[config.mk]
export PLATFORM = sky130hd
export DESIGN_NAME = config_uart_tx
export DESIGN_NICKNAME = d
export VERILOG_FILES = /design/src/rtl/config_uart_pkg.sv /design/src/rtl/config_uart_tx_byte.sv /design/src/rtl/config_uart_tx.sv
export SDC_FILE = /design/constraint.sdc
export NUM_CORES = 1
export LEC_CHECK = 0
export ABC_CLOCK_PERIOD_IN_PS = 2790
export BUFFER_PORTS_ARGS = -buffer_cell sky130_fd_sc_hd__buf_2
export CAP_MARGIN = 20
export CORE_AREA = 3 3 147 92
export DETAILED_ROUTE_END_ITERATION = 10
export DIE_AREA = 0 0 150 95
export SYNTH_ARGS = -nofsm -noshare
export SYNTH_HDL_FRONTEND = slang
export SYNTH_SLANG_ARGS = --single-unit
[constraint.sdc]
create_clock -name i_clk -period 2.79 [get_ports i_clk]
set_input_delay 0.1395 -clock i_clk [delete_from_list [all_inputs] [get_ports i_clk]]
set_output_delay 0.1395 -clock i_clk [all_outputs]
set_load 0.01 [all_outputs]
[src/rtl/config_uart_pkg.sv]
// rtl/config_uart_pkg.sv - shared types, constants and helpers for the config UART transmitter
package config_uart_pkg;

    typedef enum logic [2:0] {
        ST_IDLE,
        ST_SYNC0,
        ST_SYNC1,
        ST_SYNC2,
        ST_CMD,
        ST_WAIT_WORD,
        ST_SEND_DATA,
        ST_GAP
    } frame_state_t;

    localparam logic [7:0] SYNC0_BYTE  = 8'h00;
    localparam logic [7:0] SYNC1_BYTE  = 8'hAA;
    localparam logic [7:0] SYNC2_BYTE  = 8'hFF;
    localparam int         HEX_CMD_BIT = 7;

    // Uppercase ASCII hex digit for one nibble.
    function automatic logic [7:0] nib2ascii(input logic [3:0] nib);
        if (nib < 4'd10) begin
            return {4'h3, nib};
        end
        return 8'h37 + {4'h0, nib};
    endfunction

endpackage

[src/rtl/config_uart_tx_byte.sv]
// rtl/config_uart_tx_byte.sv - one 8N1 byte serializer with bit-period counter
module config_uart_tx_byte #(
    parameter int COM_RATE = 217
) (
    input  logic       i_clk,
    input  logic       i_rst_n,
    input  logic       i_load,
    input  logic [7:0] i_byte,
    output logic       o_tx,
    output logic       o_done
);

    localparam int CNT_W = (COM_RATE > 0) ? $clog2(COM_RATE + 1) : 1;

    logic             r_active;
    logic [9:0]       r_shift;
    logic [CNT_W-1:0] r_cnt;
    logic [3:0]       r_bit;

    // A load in the stop-bit's final cycle wins, which keeps bytes back-to-back.
    always_ff @(posedge i_clk or negedge i_rst_n) begin
        if (!i_rst_n) begin
            r_active <= 1'b0;
            r_shift  <= '1;
            r_cnt    <= '0;
            r_bit    <= 4'd0;
        end else if (i_load) begin
            r_active <= 1'b1;
            r_shift  <= {1'b1, i_byte, 1'b0};
            r_cnt    <= CNT_W'(COM_RATE);
            r_bit    <= 4'd0;
        end else if (r_active) begin
            if (r_cnt == '0) begin
                if (r_bit == 4'd9) begin
                    r_active <= 1'b0;
                end else begin
                    r_shift <= {1'b1, r_shift[9:1]};
                    r_bit   <= r_bit + 4'd1;
                    r_cnt   <= CNT_W'(COM_RATE);
                end
            end else begin
                r_cnt <= r_cnt - 1'b1;
            end
        end
    end

    assign o_tx   = r_active ? r_shift[0] : 1'b1;
    assign o_done = r_active && (r_cnt == '0) && (r_bit == 4'd9);

endmodule

[src/rtl/config_uart_tx.sv]
// rtl/config_uart_tx.sv - comload frame transmitter: sync header, command byte, binary or hex payload
module config_uart_tx
    import config_uart_pkg::*;
#(
    parameter int COM_RATE = 217,
    parameter int IDLE_GAP = 16777
) (
    input  logic        i_clk,
    input  logic        i_rst_n,
    input  logic        i_start,
    input  logic [7:0]  i_command,
    input  logic [31:0] i_word_data,
    input  logic        i_word_valid,
    input  logic        i_word_last,
    output logic        o_word_ready,
    output logic        o_tx,
    output logic        o_busy,
    output logic        o_frame_done
);

    localparam int GAP_W = (IDLE_GAP > 1) ? $clog2(IDLE_GAP) : 1;

    frame_state_t     r_state;
    frame_state_t     w_next_state;
    logic [7:0]       r_cmd;
    logic [31:0]      r_word;
    logic             r_last;
    logic [3:0]       r_idx;
    logic [GAP_W-1:0] r_gap;
    logic             r_busy;
    logic             r_ready;
    logic             r_frame_done;

    logic             w_load;
    logic [7:0]       w_load_byte;
    logic             w_byte_done;
    logic             w_hex;
    logic             w_handshake;
    logic             w_word_end;
    logic             w_gap_zero;
    logic [3:0]       w_last_idx;
    logic [3:0]       w_nibble;
    logic [7:0]       w_bin_byte;

    assign w_hex       = r_cmd[HEX_CMD_BIT];
    assign w_last_idx  = w_hex ? 4'd8 : 4'd4;
    assign w_handshake = i_word_valid && r_ready;
    assign w_word_end  = (r_state == ST_SEND_DATA) && w_byte_done && (r_idx == w_last_idx);
    assign w_gap_zero  = (r_gap == '0);
    // r_idx counts up from the most significant byte/nibble.
    assign w_nibble    = r_word[{~r_idx[2:0], 2'b00} +: 4];
    assign w_bin_byte  = r_word[{~r_idx[1:0], 3'b000} +: 8];

    always_ff @(posedge i_clk or negedge i_rst_n) begin
        if (!i_rst_n) begin
            r_state <= ST_IDLE;
        end else begin
            r_state <= w_next_state;
        end
    end

    always_comb begin
        w_next_state = r_state;
        case (r_state)
            ST_IDLE:      if (i_start)     w_next_state = ST_SYNC0;
            ST_SYNC0:     if (w_byte_done) w_next_state = ST_SYNC1;
            ST_SYNC1:     if (w_byte_done) w_next_state = ST_SYNC2;
            ST_SYNC2:     if (w_byte_done) w_next_state = ST_CMD;
            ST_CMD:       if (w_byte_done) w_next_state = ST_WAIT_WORD;
            ST_WAIT_WORD: if (w_handshake) w_next_state = ST_SEND_DATA;
            ST_SEND_DATA: if (w_word_end)  w_next_state = r_last ? ST_GAP : ST_WAIT_WORD;
            ST_GAP:       if (w_gap_zero)  w_next_state = ST_IDLE;
            default:                       w_next_state = ST_IDLE;
        endcase
    end

    always_comb begin
        w_load      = 1'b0;
        w_load_byte = SYNC0_BYTE;
        case (r_state)
            ST_IDLE: begin
                w_load = i_start;
            end
            ST_SYNC0: begin
                w_load      = w_byte_done;
                w_load_byte = SYNC1_BYTE;
            end
            ST_SYNC1: begin
                w_load      = w_byte_done;
                w_load_byte = SYNC2_BYTE;
            end
            ST_SYNC2: begin
                w_load      = w_byte_done;
                w_load_byte = r_cmd;
            end
            ST_SEND_DATA: begin
                w_load      = (r_idx == 4'd0) || (w_byte_done && (r_idx != w_last_idx));
                w_load_byte = w_hex ? nib2ascii(w_nibble) : w_bin_byte;
            end
            default: begin
                w_load = 1'b0;
            end
        endcase
    end

    always_ff @(posedge i_clk or negedge i_rst_n) begin
        if (!i_rst_n) begin
            r_cmd        <= 8'h00;
            r_word       <= 32'h0;
            r_last       <= 1'b0;
            r_idx        <= 4'd0;
            r_gap        <= '0;
            r_busy       <= 1'b0;
            r_ready      <= 1'b0;
            r_frame_done <= 1'b0;
        end else begin
            r_frame_done <= 1'b0;
            case (r_state)
                ST_IDLE: begin
                    if (i_start) begin
                        r_cmd  <= i_command;
                        r_busy <= 1'b1;
                    end
                end
                ST_CMD: begin
                    if (w_byte_done) r_ready <= 1'b1;
                end
                ST_WAIT_WORD: begin
                    if (w_handshake) begin
                        r_word  <= i_word_data;
                        r_last  <= i_word_last;
                        r_ready <= 1'b0;
                        r_idx   <= 4'd0;
                    end
                end
                ST_SEND_DATA: begin
                    if (w_load) r_idx <= r_idx + 4'd1;
                    if (w_word_end) begin
                        if (r_last) r_gap   <= GAP_W'(IDLE_GAP - 1);
                        else        r_ready <= 1'b1;
                    end
                end
                ST_GAP: begin
                    if (w_gap_zero) begin
                        r_frame_done <= 1'b1;
                        r_busy       <= 1'b0;
                    end else begin
                        r_gap <= r_gap - 1'b1;
                    end
                end
                default: begin
                    r_ready <= 1'b0;
                end
            endcase
        end
    end

    config_uart_tx_byte #(
        .COM_RATE (COM_RATE)
    ) u_byte (
        .i_clk    (i_clk),
        .i_rst_n  (i_rst_n),
        .i_load   (w_load),
        .i_byte   (w_load_byte),
        .o_tx     (o_tx),
        .o_done   (w_byte_done)
    );

    assign o_word_ready = r_ready;
    assign o_busy       = r_busy;
    assign o_frame_done = r_frame_done;

endmodule

==> results.py <==
metrics = {
    "run_status": {
        "status": "complete, no violations",
    },
    "cells_and_area": {
        "final_common_cell": "dfrtp_1",
        "drive_above_1_share": 0.293,
        "layout_common_cells": "dfrtp_1 (78), buf_2 (47), mux2_2 (40), nor2_1 (35), o21ai_0 (32)",
        "diodes": 0,
        "area_delta_synth_final_pct": 16.7,
        "nNetsFinal": 567,
    },
    "drt": {
        "drt-pass1-iter-count": 5,
        "wl_per_cell_um": 16.8,
        "ant_nets": 0,
        "drc": 0,
        "first_iter_violations": 167,
        "wl_mm": 11.5,
        "num_vias": 3768,
        "vias_per_cell": 5.51,
    },
    "yosys": {
        "ys_types": 62,
        "syn_inst": 459,
        "syn_area_per_cell_sq_um": 10.6,
        "yosysWarnings": 0,
        "synth_ff_type": "dfrtp_1",
        "ys_seq_area_frac": 0.456,
        "synth-async-reset-ratio": 1.00,
        "syn_nets": 512,
        "synth_area_sq_um": 4850,
        "synth_edf_count": 0,
        "synth_seq_cells": 88,
    },
    "sta": {
        "post-route-period-util": 0.897,
        "finalClockSkew_ps": 6.20,
        "hold_viol_final": 0,
        "whs_ps": 29.0,
        "rsz0062_at_grt": "false",
        "relSlewSlack": 0.594,
        "setup_tns_ps": 0,
        "drv_slew": 0,
        "period_needed_ps": 2500,
        "worst_pin_slew_ps": 593,
        "setup_viol": 0,
        "max_freq_ghz": 0.399,
    },
    "grt": {
        "grt_max_degree": 86,
        "grt_pass1_vias": 3563,
        "grt_pass1_wl_mm": 18.7,
        "grtUsageTotal": 0.168,
        "antenna_found_initial": 0,
        "grt_overflow": 0,
    },
    "clock_tree": {
        "numCtsBuffers": 9,
        "clk_latency_ps": 340,
        "cts_max_path_buffers": 2,
        "clk_pin_slew_ps": 60,
        "cts_setup_buffers": 0,
        "cts_tree": "built",
        "htree_levels": 3,
        "cts.sinks": 88,
        "cts_root_buf": "clkbuf_16",
    },
    "power_and_ir_drop": {
        "p_sw_frac": 0.211,
        "peakVddDrop_mv": 0.266,
        "comb_power_share": 0.030,
        "p_int_mw": 2.04,
        "clkPwrFrac": 0.471,
        "power_frac_seq": 0.498,
        "p_leak_nw": 2.66,
        "powerDensity_nw_per_um2": 456,
        "p_sw_mw": 0.544,
        "power_mw": 2.58,
    },
    "floorplan": {
        "start_util": 0.401,
        "dieArea_sq_um": 14300,
        "die_w_um": 150,
        "core.rowCount": 31,
        "io_pins": 49,
        "die_h_um": 95,
        "core_area_sq_um": 12100,
    },
    "critical_path": {
        "worstPathRequired_ps": 3060,
        "end_kind": "flop",
        "path_class": "flop to flop",
        "startpoint_type": "flop",
        "arrival_ps": 2770,
        "crit_fanout": 12,
    },
    "placed_design": {
        "dpl.hpwl_mm": 8.43,
        "portBuffers": 48,
        "place_congestion": 0.853,
    },
    "worst_hold_path": {
        "hold_path.class": "input pin to flop",
    },
    "run": {
        "drv_cap": 0,
    },
}
==> power by group through the flow <==
stage | combinational (mW) | sequential (mW) | clock [mW]
2_1_floorplan | 0.0105 | 1.31 | 0
3_3_place_gp | 0.0733 | 1.31 | 0
3_5_place_dp | 0.0741 | 1.31 | 0
4_1_cts | 0.0744 | 1.29 | 1.25
5_1_grt | 0.0886 | 1.29 | 1.30
6_report | 0.0781 | 1.29 | 1.22
==> sequential cells by signal, indices dropped and copies added (netlist names), 3 cells and up <==
name,flops
u_byte.r_bit,4
r_word,32
r_gap,15
r_idx,4
u_byte.r_cnt,8
r_state,3
u_byte.r_shift,9
r_cmd,8
==> Yosys cell counts (11+ instances only) <==
cell type,count,area (sq um)
a21oi_1,17,85.1
clkbuf_1,12,45.0
dfrtp_1,79,1980
inv_1,21,78.8
mux2_2,40,450
mux4_2,11,248
nand2_1,31,116
nand3_1,12,60.1
nor2_1,35,131
o21ai_0,32,160
xnor2_1,12,105
==> per-layer routing <==
layer	track usage	up-vias	wire length, um
met5	0	-	0
met4	0.0411	0	101
met3	0.0403	10	717
met2	0.227	109	4620
met1	0.267	1868	6030
li1	-	1781	-
==> worst max-delay path, cell delays in order, from the launching register on <==
cell	delay, ps
dfrtp_1	620
inv_1	110
ha_1	220
and4b_1	210
o31ai_1	500
o21a_1	250
buf_4	180
o21ai_0	100
o221a_1	240
==> path summary, 6_finish.rpt <==
| check | from | to | slack (ps) | depth (start not counted) |
|---|---|---|---|---|
| worst max-delay path | r_idx[1]$_DFFE_PN0P_ | u_byte.r_shift[5]$_DFFE_PN1P_ | 290 | 8 |
| worst min-delay path | i_word_data[12] | r_word[12]$_DFFE_PN0P_ | 30 | 2 |
| worst max register to register | r_idx[1]$_DFFE_PN0P_ | u_byte.r_shift[5]$_DFFE_PN1P_ | 290 | 8 |
| worst min register to register | u_byte.r_shift[0]$_DFFE_PN1P_ | u_byte.r_shift[0]$_DFFE_PN1P_ | 480 | 2 |
| max in group asynchronous | i_rst_n | u_byte.r_shift[8]$_DFFE_PN1P_ | 1700 | 4 |
| min in group asynchronous | i_rst_n | r_gap[11]$_DFFE_PN0P_ | 250 | 2 |
==> layout make-up <==
type	count	area, sq um
fill	1163	6440
multi-input combinational	328	2460
inverter	21	78.8
timing repair buffer	66	400
sequential	88	2210
clock buffer	12	246
clock inverter	4	53.8
tap	165	206
==> metrics by stage <==
stage	cell area, sq um	setup slack (ps)	utilization	std cells
after global placement	5320	268	0.440	666
after CTS	5620	202	0.465	682
after floorplan	4850	85.6	-	459
after global routing	5660	103	0.468	684
after detailed placement	5320	213	0.440	666
final	5660	286	0.468	684
==> repair_timing <==
action / in CTS / in global routing
hold buffers: 0 / 1
endpoints found under the setup margin: 0 / 1
gates resized for setup: 0 / 1
endpoints found under the hold margin: 0 / 24
==> cell families (layout without fill, tap and decap cells) <==
kind of cell	count (synthesis)	in the layout	share of synthesized area
and+or+nand+nor	150	150	0.169
AOI/OAI and AO/OA	90	90	0.118
DFF	88	88	0.456
muxes	61	61	0.165
buffers and inverters	43	103	0.0374
xor gates and xnor gates	19	19	0.0343
adders and majority gates	8	8	0.0206
Power figures use the tool's default switching activity.
